===== config.mk =====
export PLATFORM = sky130hd
export DESIGN_NAME = ysyx22041405_lsu_flat
export DESIGN_NICKNAME = d
export VERILOG_FILES = /design/src/rtl/ysyx22041405_lsu_if.sv /design/src/rtl/ysyx22041405_lsu.sv /design/src/flat_wrapper.sv
export SDC_FILE = /design/constraint.sdc
export NUM_CORES = 1
export LEC_CHECK = 0
export BUFFER_PORTS_ARGS = -buffer_cell sky130_fd_sc_hd__buf_2
export CAP_MARGIN = 40
export CORE_ASPECT_RATIO = 1.4
export CORE_MARGIN = 2
export CORE_UTILIZATION = 25
export CTS_CLUSTER_SIZE = 30
export DETAILED_ROUTE_END_ITERATION = 12
export PLACE_DENSITY_LB_ADDON = 0.15
export SLEW_MARGIN = 30
export SYNTH_ARGS = -nofsm -noshare
export SYNTH_HDL_FRONTEND = slang
export SYNTH_SLANG_ARGS = --single-unit

===== constraint.sdc =====
create_clock -name clk -period 1.8 [get_ports clk]
set_input_delay 0.18 -clock clk [delete_from_list [all_inputs] [get_ports clk]]
set_output_delay 0.18 -clock clk [all_outputs]
set_load 0.05 [all_outputs]

===== src/rtl/ysyx22041405_lsu_if.sv =====
// LSU bus bundle: EXU-side request, memory port and WBU-side writeback.
interface ysyx22041405_lsu_if #(
  parameter int unsigned WIDTH = 32
);
  localparam int unsigned STRB_W = WIDTH / 8;

  // EXU side
  logic             in_valid;
  logic             in_ready;
  logic [WIDTH-1:0] in_addr;
  logic [WIDTH-1:0] in_wdata;
  logic             in_ld;
  logic             in_st;
  logic [1:0]       in_size;
  logic             in_unsigned;
  logic [4:0]       in_rd;

  // memory side
  logic              mem_req;
  logic              mem_we;
  logic [WIDTH-1:0]  mem_addr;
  logic [WIDTH-1:0]  mem_wdata;
  logic [STRB_W-1:0] mem_wstrb;
  logic              mem_ack;
  logic [WIDTH-1:0]  mem_rdata;

  // WBU side
  logic             out_valid;
  logic             out_ready;
  logic [4:0]       out_rd;
  logic [WIDTH-1:0] out_wdata;
  logic             out_wen;
  logic             out_exc;

  // LSU view
  modport slave (
    input  in_valid, in_addr, in_wdata, in_ld, in_st, in_size, in_unsigned, in_rd,
    output in_ready,
    output mem_req, mem_we, mem_addr, mem_wdata, mem_wstrb,
    input  mem_ack, mem_rdata,
    output out_valid, out_rd, out_wdata, out_wen, out_exc,
    input  out_ready
  );

  // environment view (EXU, memory and WBU together)
  modport master (
    output in_valid, in_addr, in_wdata, in_ld, in_st, in_size, in_unsigned, in_rd,
    input  in_ready,
    input  mem_req, mem_we, mem_addr, mem_wdata, mem_wstrb,
    output mem_ack, mem_rdata,
    input  out_valid, out_rd, out_wdata, out_wen, out_exc,
    output out_ready
  );
endinterface


===== src/rtl/ysyx22041405_lsu.sv =====
// Load/store unit: accepts one op, optionally runs one memory access, then
// holds the writeback bundle until the WBU takes it. All outputs registered.
module ysyx22041405_lsu #(
  parameter int unsigned WIDTH = 32
) (
  input logic              clk,
  input logic              rst_n,
  ysyx22041405_lsu_if.slave bus
);
  localparam int unsigned STRB_W = WIDTH / 8;
  localparam int unsigned RD_W   = 5;

  typedef enum logic [1:0] {IDLE, MEM, RESP} state_t;

  state_t state, state_d;

  logic              in_ready_q,  in_ready_d;
  logic              mem_req_q,   mem_req_d;
  logic              mem_we_q,    mem_we_d;
  logic [WIDTH-1:0]  mem_addr_q,  mem_addr_d;
  logic [WIDTH-1:0]  mem_wdata_q, mem_wdata_d;
  logic [STRB_W-1:0] mem_wstrb_q, mem_wstrb_d;
  logic              out_valid_q, out_valid_d;
  logic [RD_W-1:0]   out_rd_q,    out_rd_d;
  logic [WIDTH-1:0]  out_wdata_q, out_wdata_d;
  logic              out_wen_q,   out_wen_d;
  logic              out_exc_q,   out_exc_d;

  // latched op attributes needed to align the load data
  logic              ld_q,   ld_d;
  logic [1:0]        size_q, size_d;
  logic [1:0]        off_q,  off_d;
  logic              uns_q,  uns_d;

  logic              is_mem;
  logic              misalign;
  logic              is_exc;
  logic [WIDTH-1:0]  st_wdata;
  logic [STRB_W-1:0] st_wstrb;
  logic [WIDTH-1:0]  ld_shift;
  logic [WIDTH-1:0]  ld_data;

  // classify the incoming op (illegal size / misalignment / ld+st conflict)
  always_comb begin
    is_mem   = bus.in_ld | bus.in_st;
    misalign = 1'b0;
    unique case (bus.in_size)
      2'b00:   misalign = 1'b0;
      2'b01:   misalign = bus.in_addr[0];
      2'b10:   misalign = |bus.in_addr[1:0];
      default: misalign = 1'b1;
    endcase
    is_exc = is_mem & ((bus.in_ld & bus.in_st) | misalign);
  end

  // store data lane replication and byte strobes
  always_comb begin
    st_wdata = bus.in_wdata;
    st_wstrb = {STRB_W{1'b1}};
    unique case (bus.in_size)
      2'b00: begin
        st_wdata = {(WIDTH/8){bus.in_wdata[7:0]}};
        st_wstrb = STRB_W'(4'b0001) << bus.in_addr[1:0];
      end
      2'b01: begin
        st_wdata = {(WIDTH/16){bus.in_wdata[15:0]}};
        st_wstrb = STRB_W'(4'b0011) << bus.in_addr[1:0];
      end
      default: begin
        st_wdata = bus.in_wdata;
        st_wstrb = {STRB_W{1'b1}};
      end
    endcase
  end

  // load data alignment and sign/zero extension
  always_comb begin
    ld_shift = bus.mem_rdata >> {off_q, 3'b000};
    unique case (size_q)
      2'b00:   ld_data = uns_q ? WIDTH'(ld_shift[7:0])
                               : {{(WIDTH-8){ld_shift[7]}}, ld_shift[7:0]};
      2'b01:   ld_data = uns_q ? WIDTH'(ld_shift[15:0])
                               : {{(WIDTH-16){ld_shift[15]}}, ld_shift[15:0]};
      default: ld_data = ld_shift;
    endcase
  end

  // next state and next register values
  always_comb begin
    state_d     = state;
    mem_req_d   = mem_req_q;
    mem_we_d    = mem_we_q;
    mem_addr_d  = mem_addr_q;
    mem_wdata_d = mem_wdata_q;
    mem_wstrb_d = mem_wstrb_q;
    out_valid_d = out_valid_q;
    out_rd_d    = out_rd_q;
    out_wdata_d = out_wdata_q;
    out_wen_d   = out_wen_q;
    out_exc_d   = out_exc_q;
    ld_d        = ld_q;
    size_d      = size_q;
    off_d       = off_q;
    uns_d       = uns_q;

    unique case (state)
      IDLE: begin
        if (bus.in_valid && in_ready_q) begin
          out_rd_d    = bus.in_rd;
          ld_d        = bus.in_ld;
          size_d      = bus.in_size;
          off_d       = bus.in_addr[1:0];
          uns_d       = bus.in_unsigned;
          out_exc_d   = 1'b0;
          out_wen_d   = 1'b0;
          out_wdata_d = '0;
          if (!is_mem) begin
            state_d     = RESP;
            out_valid_d = 1'b1;
            out_wdata_d = bus.in_addr;
            out_wen_d   = |bus.in_rd;
          end else if (is_exc) begin
            state_d     = RESP;
            out_valid_d = 1'b1;
            out_exc_d   = 1'b1;
          end else begin
            state_d     = MEM;
            mem_req_d   = 1'b1;
            mem_we_d    = bus.in_st;
            mem_addr_d  = {bus.in_addr[WIDTH-1:2], 2'b00};
            mem_wdata_d = st_wdata;
            mem_wstrb_d = bus.in_st ? st_wstrb : '0;
          end
        end
      end
      MEM: begin
        if (bus.mem_ack) begin
          state_d     = RESP;
          mem_req_d   = 1'b0;
          out_valid_d = 1'b1;
          out_wdata_d = ld_q ? ld_data : '0;
          out_wen_d   = ld_q & (|out_rd_q);
        end
      end
      RESP: begin
        if (bus.out_ready) begin
          state_d     = IDLE;
          out_valid_d = 1'b0;
        end
      end
      default: state_d = IDLE;
    endcase

    in_ready_d = (state_d == IDLE);
  end

  // state register
  always_ff @(posedge clk or negedge rst_n) begin
    if (!rst_n) state <= IDLE;
    else        state <= state_d;
  end

  // output and op-attribute registers
  always_ff @(posedge clk or negedge rst_n) begin
    if (!rst_n) begin
      in_ready_q  <= 1'b0;
      mem_req_q   <= 1'b0;
      mem_we_q    <= 1'b0;
      mem_addr_q  <= '0;
      mem_wdata_q <= '0;
      mem_wstrb_q <= '0;
      out_valid_q <= 1'b0;
      out_rd_q    <= '0;
      out_wdata_q <= '0;
      out_wen_q   <= 1'b0;
      out_exc_q   <= 1'b0;
      ld_q        <= 1'b0;
      size_q      <= 2'b00;
      off_q       <= 2'b00;
      uns_q       <= 1'b0;
    end else begin
      in_ready_q  <= in_ready_d;
      mem_req_q   <= mem_req_d;
      mem_we_q    <= mem_we_d;
      mem_addr_q  <= mem_addr_d;
      mem_wdata_q <= mem_wdata_d;
      mem_wstrb_q <= mem_wstrb_d;
      out_valid_q <= out_valid_d;
      out_rd_q    <= out_rd_d;
      out_wdata_q <= out_wdata_d;
      out_wen_q   <= out_wen_d;
      out_exc_q   <= out_exc_d;
      ld_q        <= ld_d;
      size_q      <= size_d;
      off_q       <= off_d;
      uns_q       <= uns_d;
    end
  end

  assign bus.in_ready  = in_ready_q;
  assign bus.mem_req   = mem_req_q;
  assign bus.mem_we    = mem_we_q;
  assign bus.mem_addr  = mem_addr_q;
  assign bus.mem_wdata = mem_wdata_q;
  assign bus.mem_wstrb = mem_wstrb_q;
  assign bus.out_valid = out_valid_q;
  assign bus.out_rd    = out_rd_q;
  assign bus.out_wdata = out_wdata_q;
  assign bus.out_wen   = out_wen_q;
  assign bus.out_exc   = out_exc_q;

endmodule


===== src/flat_wrapper.sv =====
// flat-port wrapper written by rule: the top's interface ports become plain ports
module ysyx22041405_lsu_flat 
#(
  parameter int unsigned WIDTH = 32
)
  (clk, rst_n, bus_in_valid, bus_in_addr, bus_in_wdata, bus_in_ld, bus_in_st, bus_in_size, bus_in_unsigned, bus_in_rd, bus_in_ready, bus_mem_req, bus_mem_we, bus_mem_addr, bus_mem_wdata, bus_mem_wstrb, bus_mem_ack, bus_mem_rdata, bus_out_valid, bus_out_rd, bus_out_wdata, bus_out_wen, bus_out_exc, bus_out_ready);
  ysyx22041405_lsu_if #(.WIDTH(WIDTH)) bus_i ();
  input logic clk;
  input logic rst_n;
  input wire logic [$bits(bus_i.in_valid)-1:0] bus_in_valid;
  input wire logic [$bits(bus_i.in_addr)-1:0] bus_in_addr;
  input wire logic [$bits(bus_i.in_wdata)-1:0] bus_in_wdata;
  input wire logic [$bits(bus_i.in_ld)-1:0] bus_in_ld;
  input wire logic [$bits(bus_i.in_st)-1:0] bus_in_st;
  input wire logic [$bits(bus_i.in_size)-1:0] bus_in_size;
  input wire logic [$bits(bus_i.in_unsigned)-1:0] bus_in_unsigned;
  input wire logic [$bits(bus_i.in_rd)-1:0] bus_in_rd;
  output wire logic [$bits(bus_i.in_ready)-1:0] bus_in_ready;
  output wire logic [$bits(bus_i.mem_req)-1:0] bus_mem_req;
  output wire logic [$bits(bus_i.mem_we)-1:0] bus_mem_we;
  output wire logic [$bits(bus_i.mem_addr)-1:0] bus_mem_addr;
  output wire logic [$bits(bus_i.mem_wdata)-1:0] bus_mem_wdata;
  output wire logic [$bits(bus_i.mem_wstrb)-1:0] bus_mem_wstrb;
  input wire logic [$bits(bus_i.mem_ack)-1:0] bus_mem_ack;
  input wire logic [$bits(bus_i.mem_rdata)-1:0] bus_mem_rdata;
  output wire logic [$bits(bus_i.out_valid)-1:0] bus_out_valid;
  output wire logic [$bits(bus_i.out_rd)-1:0] bus_out_rd;
  output wire logic [$bits(bus_i.out_wdata)-1:0] bus_out_wdata;
  output wire logic [$bits(bus_i.out_wen)-1:0] bus_out_wen;
  output wire logic [$bits(bus_i.out_exc)-1:0] bus_out_exc;
  input wire logic [$bits(bus_i.out_ready)-1:0] bus_out_ready;
  assign bus_i.in_valid = bus_in_valid;
  assign bus_i.in_addr = bus_in_addr;
  assign bus_i.in_wdata = bus_in_wdata;
  assign bus_i.in_ld = bus_in_ld;
  assign bus_i.in_st = bus_in_st;
  assign bus_i.in_size = bus_in_size;
  assign bus_i.in_unsigned = bus_in_unsigned;
  assign bus_i.in_rd = bus_in_rd;
  assign bus_in_ready = bus_i.in_ready;
  assign bus_mem_req = bus_i.mem_req;
  assign bus_mem_we = bus_i.mem_we;
  assign bus_mem_addr = bus_i.mem_addr;
  assign bus_mem_wdata = bus_i.mem_wdata;
  assign bus_mem_wstrb = bus_i.mem_wstrb;
  assign bus_i.mem_ack = bus_mem_ack;
  assign bus_i.mem_rdata = bus_mem_rdata;
  assign bus_out_valid = bus_i.out_valid;
  assign bus_out_rd = bus_i.out_rd;
  assign bus_out_wdata = bus_i.out_wdata;
  assign bus_out_wen = bus_i.out_wen;
  assign bus_out_exc = bus_i.out_exc;
  assign bus_i.out_ready = bus_out_ready;
  ysyx22041405_lsu #(.WIDTH(WIDTH)) u_core (.clk(clk), .rst_n(rst_n), .bus(bus_i));
endmodule

==> metrics.txt <==
result of the run=finished, final reports clean; type of the tightest min-delay check=input pin to register; Arrival @ worst endpoint=1.99 ns; DIE HEIGHT=182 um; Bufs and invs on worst path=2; sequential element share of the synthesized area=51.7%; post-route minimum period=1.69 ns; Worst path top cell family by delay=buffers and inverters; unrepaired setup endpoints after global routing=false; count of max-cap constraint violations=0; EDFF count, synth=0; worst-case vdd ir drop=0.000979 V; GR met3 Demand/Resource=5.22%; Final Skew=0.00998 ns; FFs w/ async S/R, synth=100%; Clock Sink Count=117; global route total overflow=0; Max Freq=0.590 GHz; final period utilization=94.2%; tightest hold margin=0.0222 ns; num rows=65; #FFs+latches synth=117; largest net degree at the start of global routing=48; DR DRC count=0; count of nets left with antenna violations after detail routing=0; number of warnings reported in the yosys synthesis log=0; Total Die Area=23900 um2; largest cells by area after synthesis=sky130_fd_sc_hd__dfrtp_1 52%, sky130_fd_sc_hd__mux2_2 9.7%, sky130_fd_sc_hd__mux2i_1 6.9%, sky130_fd_sc_hd__o21ai_0 3.9%, sky130_fd_sc_hd__nand2_1 3.0%; mean instance size in the synthesized netlist=11.2 um2; final-report setup violation count=0; number of antenna violations at the first check in global routing=1; number of instances in the synthesized netlist=504; standard cell core area=22400 um2; PD cells=2160 nW/um2; Starting DRT DRC Count=188; share of layout cells above drive strength 1=46.4%; Port-buffer cells=219; via count=5081; met2 GRT Util=28.8%; cell area after synthesis=5670 um2; drt wl/cell=18.2 um; per-cell via count in the routed design=4.74; required time of the critical path=2.09 ns; most frequent cells in the layout=218 x sky130_fd_sc_hd__buf_2, 115 x sky130_fd_sc_hd__dfrtp_1, 49 x sky130_fd_sc_hd__mux2_2; final weighted congestion of routability-driven global placement=0.771; worst skew pair latency=0.43 ns; clock-pin slew on the worst setup and hold paths=0.06 ns; clock tree from TritonCTS=done; CP Capture Type=register; post-layout utilization of the core=36.2%; layout net count=871; number of clock buffers inserted by TritonCTS=17; biggest area consumer among synthesized cells=sky130_fd_sc_hd__dfrtp_1; layer with the highest usage=met2; most frequently used flop master after synthesis=sky130_fd_sc_hd__dfrtp_1; largest stage delay on the critical path=0.36 ns; I/O pin count=222; Leakage=3.90 nW; global routing met1 resource utilization=18.6%; leading cell type in the layout, fill and taps excluded=sky130_fd_sc_hd__buf_2; critical setup path kind=register to register; clock root buffer=sky130_fd_sc_hd__clkbuf_16; maximum fanout along the worst path=27; post-detailed-routing wire length=19500 um; initial core utilization=25.3%; Final Hold Vio Count=0; area share of the largest cell type after synthesis=51.7%; series of cell instances along the critical path=buf_4, and4bb_2, o211ai_4, buf_12, mux2_2; Synth-to-Final Area Change=42.9%; CP max stage cell=sky130_fd_sc_hd__mux2_2; number of optimization iterations in the first detailed-route pass=4; number of inserted diodes=0; horizontal die dimension=131 um; deepest clock path buffer count=2; depth of the CTS H-tree=4; wire length of the first global-routing pass=30300 um; number of global-route vias before repair=5225; GRT Overall Usage=16.4%; HPWL Detailed=14900 um; Overall Power=17.5 mW; CP Launch Type=register; final slew viol count=0; number of distinct standard cells referenced by the synthesized netlist=49
what timing repair did:
action | CTS | global route
endpoints found under the setup margin | 16 | 11
cloned | 0 | 1
resized for setup | 0 | 1
pin swaps | 1 | 0
hold buffers | 11 | 0
setup buffers | 1 | 2
endpoints found under the hold margin | 35 | 0
stage by stage:
| step | setup TNS, ns | instance area, um2 | std cells | worst slack (ns) |
|---|---|---|---|---|
| after floorplan | 0 | 5670 | 505 | 0.0425 |
| after global placement | -3.48 | 7330 | 1025 | -0.228 |
| after detailed placement | -2.28 | 7350 | 1027 | -0.156 |
| after CTS | 0 | 8060 | 1070 | 0.0181 |
| after global routing | 0 | 8100 | 1073 | 0.0417 |
| final | 0 | 8100 | 1073 | 0.105 |
cell families after synthesis:
logic type | synth area share, %
xor gates and xnor gates | 0.155
other | 0.0662
and+or+nand+nor | 9.28
buffers and inverters | 3.86
DFF | 51.7
AOI/OAI and AO/OA | 16.9
muxes | 17.9
adders and majority gates | 0.177
state kept, by name, indices dropped and copies added (netlist names), 2 cells and up:
name	flops
u_core.bus.mem_addr	30
u_core.size_q	2
u_core.bus.out_wdata	32
u_core.bus.mem_wstrb	4
u_core.bus.mem_wdata	32
u_core.state	2
u_core.off_q	2
u_core.bus.out_rd	5
worst paths after layout:
kind / slack (ns) / depth (start not counted) / end / from
worst max-delay path: 0.11 / 5 / u_core.bus.mem_addr[26] / u_core.state[1]
worst min-delay path: 0.02 / 2 / u_core.bus.mem_addr[10] / bus_in_addr[10]
worst max register to register: 0.11 / 5 / u_core.bus.mem_addr[26] / u_core.state[1]
worst min register to register: 0.47 / 2 / u_core.bus.mem_wdata[24] / u_core.bus.mem_wdata[24]
max in group asynchronous: 0.93 / 3 / u_core.bus.mem_addr[23] / rst_n
min in group asynchronous: 0.24 / 2 / u_core.bus.mem_addr[10] / rst_n
synthesized netlist by cell type, types with 3 or more instances:
master,count
sky130_fd_sc_hd__a211o_1,7
sky130_fd_sc_hd__a211oi_1,6
sky130_fd_sc_hd__a21oi_1,18
sky130_fd_sc_hd__a22o_1,9
sky130_fd_sc_hd__a32oi_1,8
sky130_fd_sc_hd__buf_1,3
sky130_fd_sc_hd__buf_2,15
sky130_fd_sc_hd__buf_4,7
sky130_fd_sc_hd__clkbuf_1,12
sky130_fd_sc_hd__dfrtp_1,117
sky130_fd_sc_hd__mux2_1,3
sky130_fd_sc_hd__mux2_2,49
sky130_fd_sc_hd__mux2i_1,39
sky130_fd_sc_hd__nand2_1,45
sky130_fd_sc_hd__nand3b_1,4
sky130_fd_sc_hd__nor2_1,36
sky130_fd_sc_hd__nor2b_1,10
sky130_fd_sc_hd__nor3_1,5
sky130_fd_sc_hd__o21ai_0,44
sky130_fd_sc_hd__o22a_1,16
sky130_fd_sc_hd__o22ai_1,9
sky130_fd_sc_hd__o2bb2ai_1,7
metal layers:
layer / up-vias / wire length (um)
met2: 204 / 10000
met4: 2 / 478
met3: 28 / 1320
met1: 2491 / 7720
li1: 2356 / -
met5: - / 13
worst register-to-register path, stage by stage, from the launching register on:
cell	delay (ns)
sky130_fd_sc_hd__dfrtp_1	0.34
sky130_fd_sc_hd__buf_4	0.17
sky130_fd_sc_hd__and4bb_2	0.28
sky130_fd_sc_hd__o211ai_4	0.15
sky130_fd_sc_hd__buf_12	0.24
sky130_fd_sc_hd__mux2_2	0.39
report_power, final:
group          total (mW)  internal, mW  switching, mW
combinational        9.41          2.70           6.71
clock                3.38          2.15           1.23
sequential           4.73          3.95          0.777
area by class of cell:
type,instances,area [um2]
Fill cell,2278,14300
Clock buffer,20,437
Timing Repair Buffer,276,1670
Clock inverter,11,135
Tap cell,301,377
Inverter,2,7.51
Multi-Input combinational cell,346,2540
Sequential cell,117,2930
No activity file was read; power rests on OpenSTA's default activity.
